### src/rtl/eth_tx_arbiter.sv
// eth_tx_arbiter
// Packet-level round-robin arbiter that merges N_PORTS AXI-Stream packet
// sources onto the single 32-bit TX AXIS slave of eth_10g. A grant is held
// from the first beat of a packet until its tlast beat, so packets from
// different sources never interleave.
//
// Ports:
//   clk, reset_n          AXIS clock (s00_axis_aclk), async active-low reset
//   enable                gates new grants only; a packet in flight completes
//   s_axis_*              N_PORTS packed source streams, port i at slice i
//   m_axis_*              merged stream towards eth_10g
//   grant_id              granted port index, meaningful while busy is high
//   busy                  high while a packet is being passed (PASS state)
//   pkt_count             per-port count of completed packets, port i at slice i
//
// Handshake: a beat transfers on a rising clk edge where tvalid && tready are
// both high. The m_axis side is a pure combinational pass-through of the
// granted source, so s_axis_tready[g] mirrors m_axis_tready and every other
// source sees tready low. Sources may not withdraw tvalid once raised.
module eth_tx_arbiter #(
  parameter int N_PORTS    = 4,
  parameter int DATA_WIDTH = 32,
  parameter int CNT_WIDTH  = 16
) (
  input  logic                              clk,
  input  logic                              reset_n,
  input  logic                              enable,
  input  logic [N_PORTS*DATA_WIDTH-1:0]     s_axis_tdata,
  input  logic [N_PORTS*DATA_WIDTH/8-1:0]   s_axis_tkeep,
  input  logic [N_PORTS-1:0]                s_axis_tvalid,
  input  logic [N_PORTS-1:0]                s_axis_tlast,
  output logic [N_PORTS-1:0]                s_axis_tready,
  output logic [DATA_WIDTH-1:0]             m_axis_tdata,
  output logic [DATA_WIDTH/8-1:0]           m_axis_tkeep,
  output logic                              m_axis_tvalid,
  output logic                              m_axis_tlast,
  input  logic                              m_axis_tready,
  output logic [$clog2(N_PORTS)-1:0]        grant_id,
  output logic                              busy,
  output logic [N_PORTS*CNT_WIDTH-1:0]      pkt_count
);

  localparam int GW = $clog2(N_PORTS);
  localparam int KW = DATA_WIDTH / 8;

  typedef enum logic {
    ST_IDLE = 1'b0,
    ST_PASS = 1'b1
  } state_e;

  state_e               state_q, state_d;
  logic [GW-1:0]        grant_q, grant_d;
  logic [GW-1:0]        last_q, last_d;
  logic [CNT_WIDTH-1:0] cnt_q [N_PORTS];
  logic                 pkt_done;

  logic                 pick_found;
  logic [GW-1:0]        pick_idx;
  logic [GW-1:0]        cand;

  logic [DATA_WIDTH-1:0] sel_data;
  logic [KW-1:0]         sel_keep;
  logic                  sel_valid;
  logic                  sel_last;

  // Round-robin search: start just after the last granted port and take the
  // first requester, wrapping modulo N_PORTS (works for non power-of-two N).
  always_comb begin
    pick_found = 1'b0;
    pick_idx   = '0;
    cand       = '0;
    for (int k = 1; k <= N_PORTS; k++) begin
      cand = GW'((int'(last_q) + k) % N_PORTS);
      if (!pick_found && s_axis_tvalid[cand]) begin
        pick_found = 1'b1;
        pick_idx   = cand;
      end
    end
  end

  // Source selected by the current grant.
  always_comb begin
    sel_data  = '0;
    sel_keep  = '0;
    sel_valid = 1'b0;
    sel_last  = 1'b0;
    for (int i = 0; i < N_PORTS; i++) begin
      if (grant_q == GW'(i)) begin
        sel_data  = s_axis_tdata[i*DATA_WIDTH +: DATA_WIDTH];
        sel_keep  = s_axis_tkeep[i*KW +: KW];
        sel_valid = s_axis_tvalid[i];
        sel_last  = s_axis_tlast[i];
      end
    end
  end

  always_comb begin
    state_d       = state_q;
    grant_d       = grant_q;
    last_d        = last_q;
    pkt_done      = 1'b0;
    m_axis_tdata  = '0;
    m_axis_tkeep  = '0;
    m_axis_tvalid = 1'b0;
    m_axis_tlast  = 1'b0;
    s_axis_tready = '0;
    case (state_q)
      ST_IDLE: begin
        if (enable && pick_found) begin
          state_d = ST_PASS;
          grant_d = pick_idx;
          last_d  = pick_idx;
        end
      end
      ST_PASS: begin
        m_axis_tdata           = sel_data;
        m_axis_tkeep           = sel_keep;
        m_axis_tvalid          = sel_valid;
        m_axis_tlast           = sel_last;
        s_axis_tready[grant_q] = m_axis_tready;
        // Grant is held through source gaps; only a tlast handshake ends it.
        if (sel_valid && m_axis_tready && sel_last) begin
          pkt_done = 1'b1;
          state_d  = ST_IDLE;
        end
      end
      default: state_d = ST_IDLE;
    endcase
  end

  always_ff @(posedge clk or negedge reset_n) begin
    if (!reset_n) begin
      state_q <= ST_IDLE;
      grant_q <= '0;
      // Last grant = N_PORTS-1 gives port 0 first priority after reset.
      last_q  <= GW'(N_PORTS - 1);
      for (int i = 0; i < N_PORTS; i++) begin
        cnt_q[i] <= '0;
      end
    end else begin
      state_q <= state_d;
      grant_q <= grant_d;
      last_q  <= last_d;
      if (pkt_done) begin
        cnt_q[grant_q] <= cnt_q[grant_q] + 1'b1;
      end
    end
  end

  for (genvar gi = 0; gi < N_PORTS; gi++) begin : g_cnt
    assign pkt_count[gi*CNT_WIDTH +: CNT_WIDTH] = cnt_q[gi];
  end

  assign busy     = (state_q == ST_PASS);
  assign grant_id = grant_q;

endmodule
### config.mk
export PLATFORM = sky130hd
export DESIGN_NAME = eth_tx_arbiter
export DESIGN_NICKNAME = d
export VERILOG_FILES = /design/src/rtl/eth_tx_arbiter.sv
export SDC_FILE = /design/constraint.sdc
export NUM_CORES = 1
export LEC_CHECK = 0
export CAP_MARGIN = 20
export CORE_ASPECT_RATIO = 0.5
export CORE_MARGIN = 3
export CORE_UTILIZATION = 40
export DETAILED_ROUTE_END_ITERATION = 7
export DONT_BUFFER_PORTS = 1
export GPL_TIMING_DRIVEN = 0
export PLACE_DENSITY = 0.59
export SETUP_SLACK_MARGIN = 0.15
export SLEW_MARGIN = 20
export SYNTH_ARGS = -nofsm -noshare
export SYNTH_HDL_FRONTEND = slang
export SYNTH_SLANG_ARGS = --single-unit
export TNS_END_PERCENT = 5
### constraint.sdc
create_clock -name clk -period 2.3 [get_ports clk]
set_input_delay 0.23 -clock clk [delete_from_list [all_inputs] [get_ports clk]]
set_output_delay 0.23 -clock clk [all_outputs]
set_load 0.03 [all_outputs]
* Yosys cells after proc, flatten, opt, wreduce, memory -nomap -nowiden
Index checks and enable logic that the tools add are counted.
Word-level totals: register bits 69, logic and storage cells 89, output and inout port bits 109, bits of input ports 156
Operators by class: bitwise gates (word level) 3, add/sub/neg operators 5, reductions and logical operators 13, order comparisons 8, eq/ne operators 3, mux-type cells 50
Operators by type and width (number):
- $mux W32 | 5
- $bwmux W64 | 1
- $mux W16 | 3
- $bmux W16 S2 | 1
- $demux W16 S2 | 1
- $mux W4 | 6
- $mux W1 | 23
- $add A16 B1 Y16 const B | 1
- $lt A2 B3 Y1 const B | 5
- $bmux W1 S2 | 4
- $logic_and A1 B1 Y1 | 8
- $mux W2 | 4
- $add A2 B1 Y2 const B | 2
- $add A2 B2 Y2 const B | 2
- $and A4 B4 Y4 | 1
- $eq A2 B2 Y1 const B | 2
- $ge A3 B3 Y1 const B | 1
- $logic_not A1 Y1 | 3
- $lt A3 B1 Y1 const B | 1
- $not A2 Y3 | 1
- $demux W1 S2 | 1
- $eq A2 B1 Y1 const B | 1
- $ge A2 B1 Y1 const B | 1
- $logic_not A2 Y1 | 1
- 3 further kinds | 3

* Logic depth before layout (Yosys ltp)
word-level depth 16, depth in mapped cells 8, gate-level depth less buffers 7

* Least setup slack after synthesis
OpenSTA, ideal clock, no wires.
kind register to register, start register grant_q[0] (netlist: grant_id[0]), end register cnt_q, in the netlist pkt_count[33], data required time 2.175 ns, cell stages (with the launch flop) 8, setup slack -0.358 ns, period minus slack after synthesis 2.658 ns, arrival time 2.534 ns, path buffers 4, library setup time 0.125 ns, path through dfrtp_1 -> buf_6 -> buf_6 -> buf_2 -> nor3b_1 -> nand2_1 -> buf_2 -> mux2_2
On the way: word-level cells in the longest chain between the ends 9, elaborated cells between the ends (all ways) 27, those cells by class 1 x add/sub; 2 x order compare; 3 x eq/ne; 16 x mux; 1 x bitwise; 4 x reduce/logical
RTL lines:
- from (decl) | line 52 | logic [GW-1:0] grant_q, grant_d;
- from (signal assigned) | line 142 | grant_q <= grant_d;
- branches (longest 9 deep; another with $add A16 B1 Y16)
- to (signal, indexed assignment) | line 145 | cnt_q[grant_q] <= cnt_q[grant_q] + 1'b1;
- to (decl) | line 54 | logic [CNT_WIDTH-1:0] cnt_q [N_PORTS];
Parallel ways; which one is timed is not known. The select of a mux whose other input is x is not followed. A chain may end at the register's enable or synchronous reset.

* Final worst setup path
start register grant_q[0] (netlist: grant_id[0]), end register cnt_q, in the netlist pkt_count[14]
The elaborated chain is that of the path after synthesis.

==> results.md <==
- Outcome: finished with violations
- Failing checks: negative setup slack
- Top FF cell, synth: dfrtp_1
- Clock buffer depth: 2
- Maximum VDD drop: 423 uV
- Internal power: 4510 uW
- Switch share: 41.7%
- Post-Syn Instances: 388
- Synth top area cells: dfrtp_1 38%, mux4_2 26%, o21ai_0 6.3%, nand2_1 6.3%, and2_1 5.6%
- Pwr dens: 1350 nW/um^2
- Num CTS Buffers: 9
- Fillers: 879
- Initial drt markers: 231
- Syn. warnings: 0
- Post-DP HPWL: 11.5 mm
- Global route total overflow: 0
- RSZ-0062 raised after global routing: true
- Switch Pwr: 3220 uW
- Yosys cell types: 42
- Antenna-violating nets left: 0
- Share of post-route cells with drive strength above 1: 45.6%
- Gate power share: 58.0%
- Vias per inst: 6.16
- R2R Path Start: grant_id[0]$_DFFE_PN0P_
- Worst reg-to-reg path cell count: 9
- CTS tree: yes
- CP required: 2.51 ns
- Worst hold stages: 3
- Layout Cells excl Fill: 570
- Flop-to-flop setup slack: -0.11 ns
- Final Skew: 0.00545 ns
- Critical Path End: pkt_count[14]$_DFFE_PN0P_
- P&R area growth vs syn: 28.9%
- Placed cells: 528
- Clk_lat worst skew: 0.33 ns
- Commonest cells post-synth: 74 x nand2_1, 67 x dfrtp_1, 56 x o21ai_0
- # IOs: 265
- Tcrit/Tclk final: 105%
- Reg-to-Reg End: pkt_count[14]$_DFFE_PN0P_
- CP arrival: 2.62 ns
- Largest net degree at the start of global routing: 70
- Die footprint: 12,500 um^2
- Die Wd: 155 um
- Placement Rows: 26
- Synth Cell Area: 4430 um^2
- CP Capture Type: flop
- Initial Utilization: 42.2%
- Drt wl/cell: 26.5 um
- First-pass GRT wire length: 21.8 mm
- Worst-path clk slew: 0.06 ns
- DIE HEIGHT: 80.4 um
- EDFF count, synth: 0
- Fin. Hold Viols: 0
- Final worst slack: -0.110 ns
- Min Tclk post-route: 2.41 ns
- Worst Tran Pin Value: 0.477 ns
- Yosys top cell by area: dfrtp_1
- Routed WL: 15.1 mm
- Area share of the largest cell type after synthesis: 37.8%
- Reg power frac: 22.5%
- Share of flip-flops with an asynchronous set or reset: 100%
- Critical path class: flop to flop
- # setup viols final: 55
- Clk sinks: 69
- Fmax: 0.415 GHz
- Hold_ws: 0.0735 ns
- GR Util All Layers: 23.4%
- P_leak: 0.00232 uW
- Clock share of power: 19.5%
- Syn_nets: 545
- Port-buffer cells: 0
- Worst setup startpoint: grant_id[0]$_DFFE_PN0P_
- HP Class: primary input to flop
- Pre-Repair DR Iteration Count: 4
- Yosys reg bits: 69
- Crit path max fanout: 7
- Vias in the first global route: 3,533
- H-tree Lvls: 3
- Drt drc: 0
- Worst setup SP type: flop
- MaxCap Viol Count: 0
- Via count: 3,511
- # diodes: 0
- Avg Synthesized Cell Area: 11.4 um^2
- Nets: 582
- Top-count cell post-synth: nand2_1
- CTS root buf: clkbuf_16
- Slew Limit Fails: 0
- Initial antenna violation count: 0
- GP Congestion: 0.861
- Sequential cell area fraction in the yosys report: 39.0%
- Max transition margin: 68.2%
- Core Area: 10,500 um^2
==> cell type report <==
type,count,area [um^2],share of cell area (%)
buffer,29,354,6.20
clock buffer,11,243,4.25
clock inverter,5,83.8,1.47
inverter,2,7.51,0.131
multi-input combinational,288,2820,49.3
sequential,69,1730,30.3
tap,140,175,3.07
timing repair buffer,26,299,5.23
==> logic make-up (layout without fill, tap and decap cells) <==
logic type / count (synthesis) / count (layout) / share of synthesized area (%)
muxes: 62 / 62 / 29.7
and+or+nand+nor: 144 / 144 / 16.5
buffers and inverters: 31 / 73 / 3.42
DFF: 69 / 69 / 39.0
AOI/OAI and AO/OA: 67 / 67 / 7.99
xor gates and xnor gates: 14 / 14 / 3.10
adders and majority gates: 1 / 1 / 0.282
==> through the flow <==
stage                     cell area, um^2  setup WS [ns]  power [uW]  utilization (%)  setup TNS, ns
after floorplan                      4490          0.129        4530                -              0
after global routing                 5710         -0.208        8070             54.4          -9.26
after global placement               4670         -0.237        5090             44.4         -15.98
after CTS                            5660         -0.116        7760             53.8          -2.95
final                                5710         -0.110        7730             54.4          -3.58
after detailed placement             4670         -0.255        5110             44.4         -16.95
==> placed cells by master, fill, tap and decap left out, types with 5 or more instances in the layout <==
| cell | netlist | layout |
|---|---|---|
| and2_4 | 1 | 39 |
| buf_12 | 0 | 12 |
| buf_4 | 2 | 22 |
| buf_6 | 2 | 6 |
| clkbuf_1 | 15 | 6 |
| clkbuf_16 | 0 | 10 |
| dfrtp_1 | 67 | 64 |
| mux2_2 | 8 | 8 |
| mux4_2 | 51 | 51 |
| nand2_1 | 74 | 70 |
| o21ai_0 | 56 | 36 |
| o21ai_1 | 3 | 23 |
| xnor2_2 | 1 | 5 |
| xor2_2 | 1 | 5 |
==> worst min path at each step <==
stage | startpoint | endpoint | slack, ns
after floorplan | reset_n | busy$_DFF_PN0_ | -0.07
after global placement | reset_n | pkt_count[13]$_DFFE_PN0P_ | -0.06
after detailed placement | reset_n | pkt_count[13]$_DFFE_PN0P_ | -0.06
after CTS | m_axis_tready | busy$_DFF_PN0_ | 0.06
after global routing | m_axis_tready | busy$_DFF_PN0_ | 0.08
final | m_axis_tready | busy$_DFF_PN0_ | 0.07
==> power groups by stage <==
stage / Sequential, uW / Combinational (uW) / Clock, uW
2_1_floorplan: 1700 / 2830 / 0
3_3_place_gp: 1760 / 3330 / 0
3_5_place_dp: 1760 / 3350 / 0
4_1_cts: 1740 / 4480 / 1530
5_1_grt: 1760 / 4730 / 1570
6_report: 1740 / 4490 / 1500
==> per-layer routing <==
layer  global-route usage (%)  vias to the layer above  share of wire, %  wire [um]
li1                         -                     1509                 -          -
met1                     32.9                     1833                42       6410
met2                     36.1                      157                48       7290
met3                     6.46                       12               8.1       1230
met4                     5.64                        0               1.2        186
met5                        0                        -                 0          0
==> state kept, by name, indices dropped and copies added (netlist names) <==
signal / count
busy: 1
pkt_count: 64
last_q: 2
grant_id: 2
==> critical path, cell delays in order (launching register included) <==
cell and delay [ns]:
dfrtp_2 0.54, buf_12 0.15, buf_12 0.13, mux4_2 0.56
ha_4 0.20, nand3_4 0.05, nand2b_4 0.13, nand3b_1 0.15
xor2_2 0.24, o21ai_1 0.11
==> repair_timing <==
action                                  CTS  global route
hold buffers                              2             0
setup buffers                            15             7
endpoints found under the hold margin    69             0
gates resized for setup                 153            21
cloned                                    2             0
pin swaps                                10            17
endpoints found under the setup margin  103           101
(Power assumes the default switching activity.)
